### config.mk
export PLATFORM = sky130hd
export DESIGN_NAME = data_mem_arbiter_flat
export DESIGN_NICKNAME = d
export VERILOG_FILES = /design/src/rtl/data_mem_arbiter_if.sv /design/src/rtl/data_mem_arbiter.sv /design/src/flat_wrapper.sv
export SDC_FILE = /design/constraint.sdc
export NUM_CORES = 1
export LEC_CHECK = 0
export ABC_AREA = 1
export BUFFER_PORTS_ARGS = -buffer_cell sky130_fd_sc_hd__buf_2
export CORE_AREA = 5 5 114 116
export DETAILED_ROUTE_END_ITERATION = 12
export DIE_AREA = 0 0 119 121
export PLACE_DENSITY = 0.78
export SLEW_MARGIN = 20
export SYNTH_ARGS = -nofsm -noshare
export SYNTH_HDL_FRONTEND = slang
export SYNTH_SLANG_ARGS = --single-unit
### constraint.sdc
create_clock -name clk -period 2.14 [get_ports clk]
set_input_delay 0.214 -clock clk [delete_from_list [all_inputs] [get_ports clk]]
set_output_delay 0.214 -clock clk [all_outputs]
set_load 0.1 [all_outputs]
### src/rtl/data_mem_arbiter_if.sv
// rtl/data_mem_arbiter_if.sv - requester-side access port of the data memory arbiter
interface data_mem_arbiter_if #(
    parameter int ADDR_W = 32,
    parameter int DATA_W = 32
);
    logic              req;
    logic              we;
    logic              lock;
    logic [ADDR_W-1:0] addr;
    logic [DATA_W-1:0] wdata;
    logic              gnt;
    logic              rvalid;
    logic [DATA_W-1:0] rdata;
    logic              err;

    modport master (
        output req, we, lock, addr, wdata,
        input  gnt, rvalid, rdata, err
    );

    modport slave (
        input  req, we, lock, addr, wdata,
        output gnt, rvalid, rdata, err
    );
endinterface

### src/rtl/data_mem_arbiter.sv
// rtl/data_mem_arbiter.sv - round-robin two-port arbiter with bounded lock in front of data_memory
module data_mem_arbiter #(
    parameter int ADDR_W    = 32,
    parameter int DATA_W    = 32,
    parameter int MEM_DEPTH = 1024,
    parameter int MAX_LOCK  = 4
) (
    input  logic                 clk,
    input  logic                 rst_n,
    data_mem_arbiter_if.slave    m0,
    data_mem_arbiter_if.slave    m1,
    output logic                 mem_write,
    output logic [ADDR_W-1:0]    mem_address,
    output logic [DATA_W-1:0]    mem_write_data,
    input  logic [DATA_W-1:0]    mem_read_data
);
    localparam int CNT_W = $clog2(MAX_LOCK + 1);

    logic              last_gnt;
    logic [CNT_W-1:0]  lock_cnt;
    logic              both_req;
    logic              lock_hold;
    logic              winner;
    logic              grant;
    logic              win_we;
    logic [ADDR_W-1:0] win_addr;
    logic [DATA_W-1:0] win_wdata;
    logic              in_range;
    logic [DATA_W-1:0] rsp_data;
    logic              rvalid0, rvalid1;
    logic [DATA_W-1:0] rdata0, rdata1;
    logic              err0, err1;

    assign both_req  = m0.req && m1.req;
    // The lock belongs to whoever won last; it only matters while the other side is waiting.
    assign lock_hold = both_req && (last_gnt ? m1.lock : m0.lock)
                       && (lock_cnt < CNT_W'(MAX_LOCK));

    always_comb begin
        winner = 1'b0;
        if (m1.req && !m0.req)
            winner = 1'b1;
        else if (both_req)
            winner = lock_hold ? last_gnt : ~last_gnt;
    end

    assign grant     = rst_n && (m0.req || m1.req);
    assign win_we    = winner ? m1.we    : m0.we;
    assign win_addr  = winner ? m1.addr  : m0.addr;
    assign win_wdata = winner ? m1.wdata : m0.wdata;
    assign in_range  = {1'b0, win_addr} < (ADDR_W + 1)'(MEM_DEPTH);
    assign rsp_data  = (!win_we && in_range) ? mem_read_data : '0;

    assign m0.gnt         = grant && !winner;
    assign m1.gnt         = grant && winner;
    assign mem_write      = grant && win_we && in_range;
    assign mem_address    = rst_n ? win_addr  : '0;
    assign mem_write_data = rst_n ? win_wdata : '0;

    always_ff @(posedge clk or negedge rst_n) begin
        if (!rst_n) begin
            last_gnt <= 1'b1;
            lock_cnt <= '0;
            rvalid0  <= 1'b0;
            rvalid1  <= 1'b0;
            rdata0   <= '0;
            rdata1   <= '0;
            err0     <= 1'b0;
            err1     <= 1'b0;
        end else begin
            rvalid0 <= grant && !winner;
            rvalid1 <= grant && winner;
            if (grant) begin
                last_gnt <= winner;
                lock_cnt <= (both_req && (winner == last_gnt)) ? lock_cnt + CNT_W'(1) : '0;
            end
            if (grant && !winner) begin
                rdata0 <= rsp_data;
                err0   <= !in_range;
            end
            if (grant && winner) begin
                rdata1 <= rsp_data;
                err1   <= !in_range;
            end
        end
    end

    assign m0.rvalid = rvalid0;
    assign m0.rdata  = rdata0;
    assign m0.err    = err0;
    assign m1.rvalid = rvalid1;
    assign m1.rdata  = rdata1;
    assign m1.err    = err1;
endmodule

### src/flat_wrapper.sv
// flat-port wrapper written by rule: the top's interface ports become plain ports
module data_mem_arbiter_flat 
#(
    parameter int ADDR_W    = 32,
    parameter int DATA_W    = 32,
    parameter int MEM_DEPTH = 1024,
    parameter int MAX_LOCK  = 4
)
  (clk, rst_n, mem_write, mem_address, mem_write_data, mem_read_data, m0_req, m0_we, m0_lock, m0_addr, m0_wdata, m0_gnt, m0_rvalid, m0_rdata, m0_err, m1_req, m1_we, m1_lock, m1_addr, m1_wdata, m1_gnt, m1_rvalid, m1_rdata, m1_err);
  data_mem_arbiter_if #(.ADDR_W(ADDR_W), .DATA_W(DATA_W)) m0_i ();
  data_mem_arbiter_if #(.ADDR_W(ADDR_W), .DATA_W(DATA_W)) m1_i ();
  input  logic clk;
  input  logic rst_n;
  output logic mem_write;
  output logic [ADDR_W-1:0] mem_address;
  output logic [DATA_W-1:0] mem_write_data;
  input  logic [DATA_W-1:0] mem_read_data;
  input wire logic [$bits(m0_i.req)-1:0] m0_req;
  input wire logic [$bits(m0_i.we)-1:0] m0_we;
  input wire logic [$bits(m0_i.lock)-1:0] m0_lock;
  input wire logic [$bits(m0_i.addr)-1:0] m0_addr;
  input wire logic [$bits(m0_i.wdata)-1:0] m0_wdata;
  output wire logic [$bits(m0_i.gnt)-1:0] m0_gnt;
  output wire logic [$bits(m0_i.rvalid)-1:0] m0_rvalid;
  output wire logic [$bits(m0_i.rdata)-1:0] m0_rdata;
  output wire logic [$bits(m0_i.err)-1:0] m0_err;
  input wire logic [$bits(m1_i.req)-1:0] m1_req;
  input wire logic [$bits(m1_i.we)-1:0] m1_we;
  input wire logic [$bits(m1_i.lock)-1:0] m1_lock;
  input wire logic [$bits(m1_i.addr)-1:0] m1_addr;
  input wire logic [$bits(m1_i.wdata)-1:0] m1_wdata;
  output wire logic [$bits(m1_i.gnt)-1:0] m1_gnt;
  output wire logic [$bits(m1_i.rvalid)-1:0] m1_rvalid;
  output wire logic [$bits(m1_i.rdata)-1:0] m1_rdata;
  output wire logic [$bits(m1_i.err)-1:0] m1_err;
  assign m0_i.req = m0_req;
  assign m0_i.we = m0_we;
  assign m0_i.lock = m0_lock;
  assign m0_i.addr = m0_addr;
  assign m0_i.wdata = m0_wdata;
  assign m0_gnt = m0_i.gnt;
  assign m0_rvalid = m0_i.rvalid;
  assign m0_rdata = m0_i.rdata;
  assign m0_err = m0_i.err;
  assign m1_i.req = m1_req;
  assign m1_i.we = m1_we;
  assign m1_i.lock = m1_lock;
  assign m1_i.addr = m1_addr;
  assign m1_i.wdata = m1_wdata;
  assign m1_gnt = m1_i.gnt;
  assign m1_rvalid = m1_i.rvalid;
  assign m1_rdata = m1_i.rdata;
  assign m1_err = m1_i.err;
  data_mem_arbiter #(.ADDR_W(ADDR_W), .DATA_W(DATA_W), .MEM_DEPTH(MEM_DEPTH), .MAX_LOCK(MAX_LOCK)) u_core (.clk(clk), .rst_n(rst_n), .m0(m0_i), .m1(m1_i), .mem_write(mem_write), .mem_address(mem_address), .mem_write_data(mem_write_data), .mem_read_data(mem_read_data));
endmodule
; ---- After elaboration in Yosys (flattened, before gate mapping)
; Cells that the tools add are included.
[word_totals]
wordCells = 40
output_inout_bits = 135
input_bits = 168
regBits = 72
[op_classes]
n_bitwise = 1
reduce_logical = 16
n_addsub = 1
n_eq_ne = 1
mux = 11
magnitude_cmp = 2
[ops]
columns = op, count
row1 = two-way mux 32 bit, 5
row2 = "< comparator 32 x 11 -> 1 bit, second input constant", 1
row3 = logical AND 1 bit, 11
row4 = two-way mux 1 bit, 5
row5 = logical NOT 1 bit, 4
row6 = "adder 3 x 1 -> 3 bit, second input constant", 1
row7 = "< comparator 3 bit, second input constant", 1
row8 = two-way mux 3 bit, 1
row9 = == test 1 bit, 1
row10 = logical OR 1 bit, 1
row11 = NOT 1 bit, 1

; ---- Longest topological paths before layout
[logic_depth]
depth_word = 10
mapped_depth = 17
ltp_nobuf = 14

; ---- Worst setup path before layout
; No wires, ideal clock.
[synth_path]
path_type = reg-to-output
start = register u_core.last_gnt
end = output mem_write
t_required_ps = 1926
path_buffers = 1
path_stages_with_launch = 12
arrival_time_ps = 4195
slack_ps = -2269
cell_sequence = dfstp_2 -> inv_1 -> nand2_1 -> nand3_2 -> nand2_4 -> buf_4 -> nand2_1 -> o21ai_1 -> nand2_1 -> nor2_1 -> nand2_1 -> nor4_1
[synth_via]
elab_chain_len = 9
elab_cells_between_ends = 12
classes_between = 1 x order compare / 6 x mux / 1 x bitwise / 4 x reduce/logical
[synth_lines]
columns = element, line_no
row1 = start: declaration, data_mem_arbiter.sv:19  ; logic last_gnt;
row2 = start signal: assignment, data_mem_arbiter.sv:74  ; last_gnt <= winner;
row3 = two-way mux 1 bit, data_mem_arbiter.sv:36  ; assign lock_hold = both_req && (last_gnt ? m1.lock : m0.lock)
row4 = logical AND 1 bit, data_mem_arbiter.sv:36
row5 = logical AND 1 bit, data_mem_arbiter.sv:37  ; && (lock_cnt < CNT_W'(MAX_LOCK));
row6 = two-way mux 1 bit *, data_mem_arbiter.sv:44  ; winner = lock_hold ? last_gnt : ~last_gnt;
row7 = two-way mux 1 bit *, data_mem_arbiter.sv:43  ; else if (both_req)
row8 = two-way mux 1 bit *, data_mem_arbiter.sv:41  ; if (m1.req && !m0.req)
row9 = two-way mux 32 bit or two-way mux 1 bit (tied branches), "data_mem_arbiter.sv:49, data_mem_arbiter.sv:48"
row10 = < comparator 32 x 11 -> 1 bit or logical AND 1 bit (tied branches), "data_mem_arbiter.sv:51, data_mem_arbiter.sv:56"
row11 = logical AND 1 bit *, data_mem_arbiter.sv:56  ; assign mem_write = grant && win_we && in_range;
row12 = end: declaration, flat_wrapper.sv:14  ; output logic mem_write;
; Mark *: on every way between the ends. The rest lies on a longest branch, timed or not.

; ---- Final worst setup path
; Same ends and word-level chain as after synthesis.

==> impl_metrics.xml <==
<?xml version="1.0" encoding="UTF-8"?>
<metrics>
  <group name="run_status">
    <metric name="run_status" unit="">complete, but fails checks</metric>
    <metric name="failed_checks" unit="">setup timing</metric>
  </group>
  <group name="synthesis">
    <metric name="synth_top_area_share" unit="%">43.4</metric>
    <metric name="synth_largest_area_cell" unit="">sky130_fd_sc_hd__dfrtp_1</metric>
    <metric name="synth_cells" unit="">582</metric>
    <metric name="yosys-top-cells-area" unit="">sky130_fd_sc_hd__dfrtp_1 (43%), sky130_fd_sc_hd__nand2_1 (17%), sky130_fd_sc_hd__nand4_1 (9.9%), sky130_fd_sc_hd__nor2_1 (9.9%), sky130_fd_sc_hd__o21ai_0 (5.5%)</metric>
    <metric name="synthesis.area" unit="sq um">4090</metric>
    <metric name="synth_seq_area_share" unit="%">44.0</metric>
    <metric name="synth_cell_type_count" unit="">24</metric>
    <metric name="avgSynthCellArea" unit="sq um">7.03</metric>
    <metric name="synth.net_count" unit="">751</metric>
    <metric name="synth.yosys.warnings" unit="">0</metric>
    <metric name="synth-seq-cells" unit="">72</metric>
  </group>
  <group name="sta">
    <metric name="setup-violations-final" unit="">128</metric>
    <metric name="tightest_slew" unit="ps">584</metric>
    <metric name="setup_ws" unit="ps">-516</metric>
    <metric name="max_freq" unit="GHz">0.377</metric>
    <metric name="fin_crit_sh" unit="%">124</metric>
    <metric name="final-hold-violation-count" unit="">0</metric>
    <metric name="relSlewSlack" unit="%">61.0</metric>
    <metric name="final.min_clock_period" unit="ps">2660</metric>
    <metric name="maxSlewViolCount" unit="">0</metric>
    <metric name="final.setup_skew" unit="ps">5.56</metric>
    <metric name="grt_setup_unrepaired" unit="">yes</metric>
  </group>
  <group name="worst_setup_path">
    <metric name="criticalPathCategory" unit="">reg2out</metric>
    <metric name="cp_max_fo" unit="">6</metric>
    <metric name="data_arrival_at_the_endpoint_of_the_critical_path" unit="ps">2440</metric>
    <metric name="worstSetupStartpointType" unit="">flop</metric>
    <metric name="chain_of_cells_forming_the_critical_path" unit="">nand3_2, nand3_4, nand2_4, buf_6, nand2_2, nand2_1, nor2_1, nand2_1, nor2_2, nand2_2, nor4_4, buf_12</metric>
    <metric name="critical_path.endpoint_type" unit="">output pin</metric>
    <metric name="slowest_cell_on_the_critical_path" unit="">sky130_fd_sc_hd__dfstp_2</metric>
    <metric name="crit_required" unit="ps">1930</metric>
    <metric name="critical-path-max-stage-delay" unit="ps">550</metric>
  </group>
  <group name="placement">
    <metric name="place_ws" unit="ps">-190</metric>
    <metric name="port-buffer-count" unit="">302</metric>
    <metric name="globalplace.congestion" unit="">0.879</metric>
    <metric name="place.detailed.hpwl" unit="um">14200</metric>
  </group>
  <group name="die">
    <metric name="die_width" unit="um">119</metric>
    <metric name="dieHeight" unit="um">121</metric>
    <metric name="initial_utilization" unit="%">34.7</metric>
    <metric name="placementRows" unit="">40</metric>
    <metric name="die-area" unit="sq um">14400</metric>
    <metric name="num_io_pins" unit="">303</metric>
    <metric name="core_area" unit="sq um">11800</metric>
  </group>
  <group name="global_routing">
    <metric name="grt_usage" unit="%">24.5</metric>
    <metric name="global_route.overflow_total" unit="">0</metric>
    <metric name="largest_net_degree_at_the_start_of_global_routing" unit="">65</metric>
    <metric name="first_global_vias" unit="">5487</metric>
    <metric name="grt_pass1_wl" unit="um">28300</metric>
    <metric name="grt_antenna_before_repair" unit="">0</metric>
  </group>
  <group name="drt">
    <metric name="final_antenna_net_count" unit="">0</metric>
    <metric name="drt-initial-drc-count" unit="">636</metric>
    <metric name="drt_pass1_iterations" unit="">5</metric>
    <metric name="vias" unit="">5913</metric>
    <metric name="detail_route.wl_per_cell" unit="um">19.9</metric>
    <metric name="drc" unit="">0</metric>
    <metric name="detail_route.vias_per_cell" unit="">5.40</metric>
    <metric name="wirelength" unit="um">21700</metric>
  </group>
  <group name="power_and_ir_drop">
    <metric name="comb_power_share" unit="%">46.3</metric>
    <metric name="intPower" unit="uW">3240</metric>
    <metric name="power.switching_fraction" unit="%">40.7</metric>
    <metric name="vdd.ir_drop.worst" unit="mV">0.411</metric>
    <metric name="share_clk_of_total_power" unit="%">28.1</metric>
    <metric name="power_leakage" unit="uW">0.00458</metric>
    <metric name="finalPower" unit="uW">5460</metric>
    <metric name="switching_power" unit="uW">2220</metric>
    <metric name="power_density" unit="nW/um^2">613</metric>
    <metric name="power_frac_seq" unit="%">25.6</metric>
  </group>
  <group name="clocking">
    <metric name="ctsRootBufferMaster" unit="">sky130_fd_sc_hd__clkbuf_16</metric>
    <metric name="worst_skew_pair.late_latency" unit="ps">330</metric>
    <metric name="cts_made_buffers" unit="">9</metric>
    <metric name="cts.reportedPaths.clkPinSlew" unit="ps">60</metric>
    <metric name="htree_levels" unit="">3</metric>
    <metric name="clock_sinks" unit="">72</metric>
    <metric name="cts_tree" unit="">done</metric>
    <metric name="cts_max_path_buffers" unit="">2</metric>
  </group>
  <group name="flow_run">
    <metric name="max-cap-violations" unit="">0</metric>
  </group>
  <group name="final_layout">
    <metric name="drive_gt1_share" unit="%">57.7</metric>
    <metric name="layout-area-overhead-vs-synth" unit="%">118</metric>
    <metric name="design.final.nets" unit="">1110</metric>
  </group>
  <group name="hold_path">
    <metric name="hold_class" unit="">in2reg</metric>
  </group>
</metrics>
routing by layer:
layer	vias to the layer above	routed length [um]	track usage, %
met5	-	0	0
met4	0	1170	12.6
met3	80	1740	6.34
met2	391	11200	41.3
met1	2786	7590	28.8
li1	2656	-	-
cell type report:
cell class	instances	area, sq um
multi-input combinational	448	2970
fill	754	2910
tap	147	184
clock inverter	6	67.6
timing repair inverter	1	16.3
timing repair buffer	390	3530
inverter	19	90.1
antenna	1	2.50
clock buffer	10	239
sequential	72	1800
kinds of logic (layout without fill, tap and decap cells):
family,after synthesis,in the layout,share of synthesized area [%]
flops,72,72,44.0
simple gates,372,375,39.0
compound gates,71,71,8.77
other cells,0,1,0
mux,1,1,0.245
buf+inv,65,426,7.61
fa+ha+maj,1,1,0.306
final timing paths:
kind,from,endpoint,slack [ps],cells after the start
worst max-delay path,u_core.last_gnt$_DFFE_PN1P_,mem_write,-520,12
worst min-delay path,mem_read_data[23],u_core.m1.rdata[23]$_DFFE_PN0P_,140,3
worst max register to register,u_core.last_gnt$_DFFE_PN1P_,u_core.m1.rdata[12]$_DFFE_PN0P_,-300,15
worst min register to register,u_core.m1.rdata[19]$_DFFE_PN0P_,u_core.m1.rdata[19]$_DFFE_PN0P_,470,2
max in group asynchronous,rst_n,u_core.m0.rdata[18]$_DFFE_PN0P_,1030,3
min in group asynchronous,rst_n,u_core.m0.rdata[22]$_DFFE_PN0P_,180,2
registers in the layout, indices dropped and copies added (netlist names):
name	cells
u_core.m0.rdata	32
u_core.m1.rdata	32
u_core.lock_cnt	3
u_core.last_gnt	1
u_core.m0.err	1
u_core.m0.rvalid	1
u_core.m1.err	1
u_core.m1.rvalid	1
Yosys cell counts:
library cell / number
sky130_fd_sc_hd__ha_1: 1
sky130_fd_sc_hd__buf_6: 7
sky130_fd_sc_hd__buf_4: 2
sky130_fd_sc_hd__nand4_1: 65
sky130_fd_sc_hd__nor2_1: 108
sky130_fd_sc_hd__clkinv_1: 1
sky130_fd_sc_hd__buf_1: 2
sky130_fd_sc_hd__buf_2: 6
sky130_fd_sc_hd__inv_1: 15
sky130_fd_sc_hd__a21oi_1: 14
sky130_fd_sc_hd__nor2_2: 2
sky130_fd_sc_hd__nor4_1: 1
sky130_fd_sc_hd__nand3_1: 14
sky130_fd_sc_hd__dfrtp_1: 71
sky130_fd_sc_hd__nand2_4: 1
sky130_fd_sc_hd__a22o_1: 1
sky130_fd_sc_hd__dfstp_2: 1
sky130_fd_sc_hd__nand3_2: 1
sky130_fd_sc_hd__o21ai_0: 45
sky130_fd_sc_hd__nand2_1: 180
sky130_fd_sc_hd__inv_2: 3
sky130_fd_sc_hd__o21ai_1: 11
sky130_fd_sc_hd__mux2i_1: 1
sky130_fd_sc_hd__clkbuf_1: 29
stage by stage:
| step | util (%) | hold slack (ps) | setup TNS (ps) | instances | cell area (sq um) |
|---|---|---|---|---|---|
| finish | 75.4 | 135 | -32700 | 1094 | 8900 |
| global route | 75.4 | 144 | -42570 | 1093 | 8900 |
| CTS | 68.1 | 132 | -15840 | 1064 | 8050 |
| detailed placement | 63.8 | 461 | -9770 | 1047 | 7540 |
| global placement | 63.8 | 457 | -5780 | 1047 | 7540 |
| floorplan | - | -81.6 | -3510 | 582 | 4510 |
critical path, delay by kind of cell, from the launching register on:
family | cells | cell delay [ps]
buffers and inverters | 2 | 390
and+or+nand+nor | 10 | 1170
DFF | 1 | 550
timing repair:
action                                  4_1_cts  5_1_grt
endpoints found under the setup margin      129      132
pin swaps                                     0       33
hold buffers                                  0        0
gates cloned                                  1       12
setup buffers                                 0       19
gates resized for setup                      56      127
cell usage in the layout, fill, tap and decap left out, types with 3 or more instances in the layout:
cell,synthesis,layout
sky130_fd_sc_hd__a21oi_4,0,12
sky130_fd_sc_hd__buf_12,0,81
sky130_fd_sc_hd__buf_2,6,234
sky130_fd_sc_hd__buf_4,2,54
sky130_fd_sc_hd__buf_6,7,14
sky130_fd_sc_hd__clkbuf_16,0,15
sky130_fd_sc_hd__dfrtp_1,71,71
sky130_fd_sc_hd__inv_1,15,14
sky130_fd_sc_hd__nand2_1,180,170
sky130_fd_sc_hd__nand2_2,0,8
sky130_fd_sc_hd__nand2_4,1,3
sky130_fd_sc_hd__nand2_8,0,3
sky130_fd_sc_hd__nand3_1,14,12
sky130_fd_sc_hd__nand4_1,65,65
sky130_fd_sc_hd__nor2_1,108,14
sky130_fd_sc_hd__nor2_2,2,7
sky130_fd_sc_hd__nor2_4,0,89
sky130_fd_sc_hd__o21ai_0,45,28
sky130_fd_sc_hd__o21ai_1,11,21
sky130_fd_sc_hd__o21ai_2,0,6
power groups by stage:
stage	logic, uW	clock network (uW)	registers [uW]
after global routing	2610	1580	1400
after CTS	2210	1540	1400
final	2530	1530	1400
after global placement	2120	0	1420
after floorplan	1200	0	1490
after detailed placement	2140	0	1420
No activity file was read; power rests on OpenSTA's default activity.
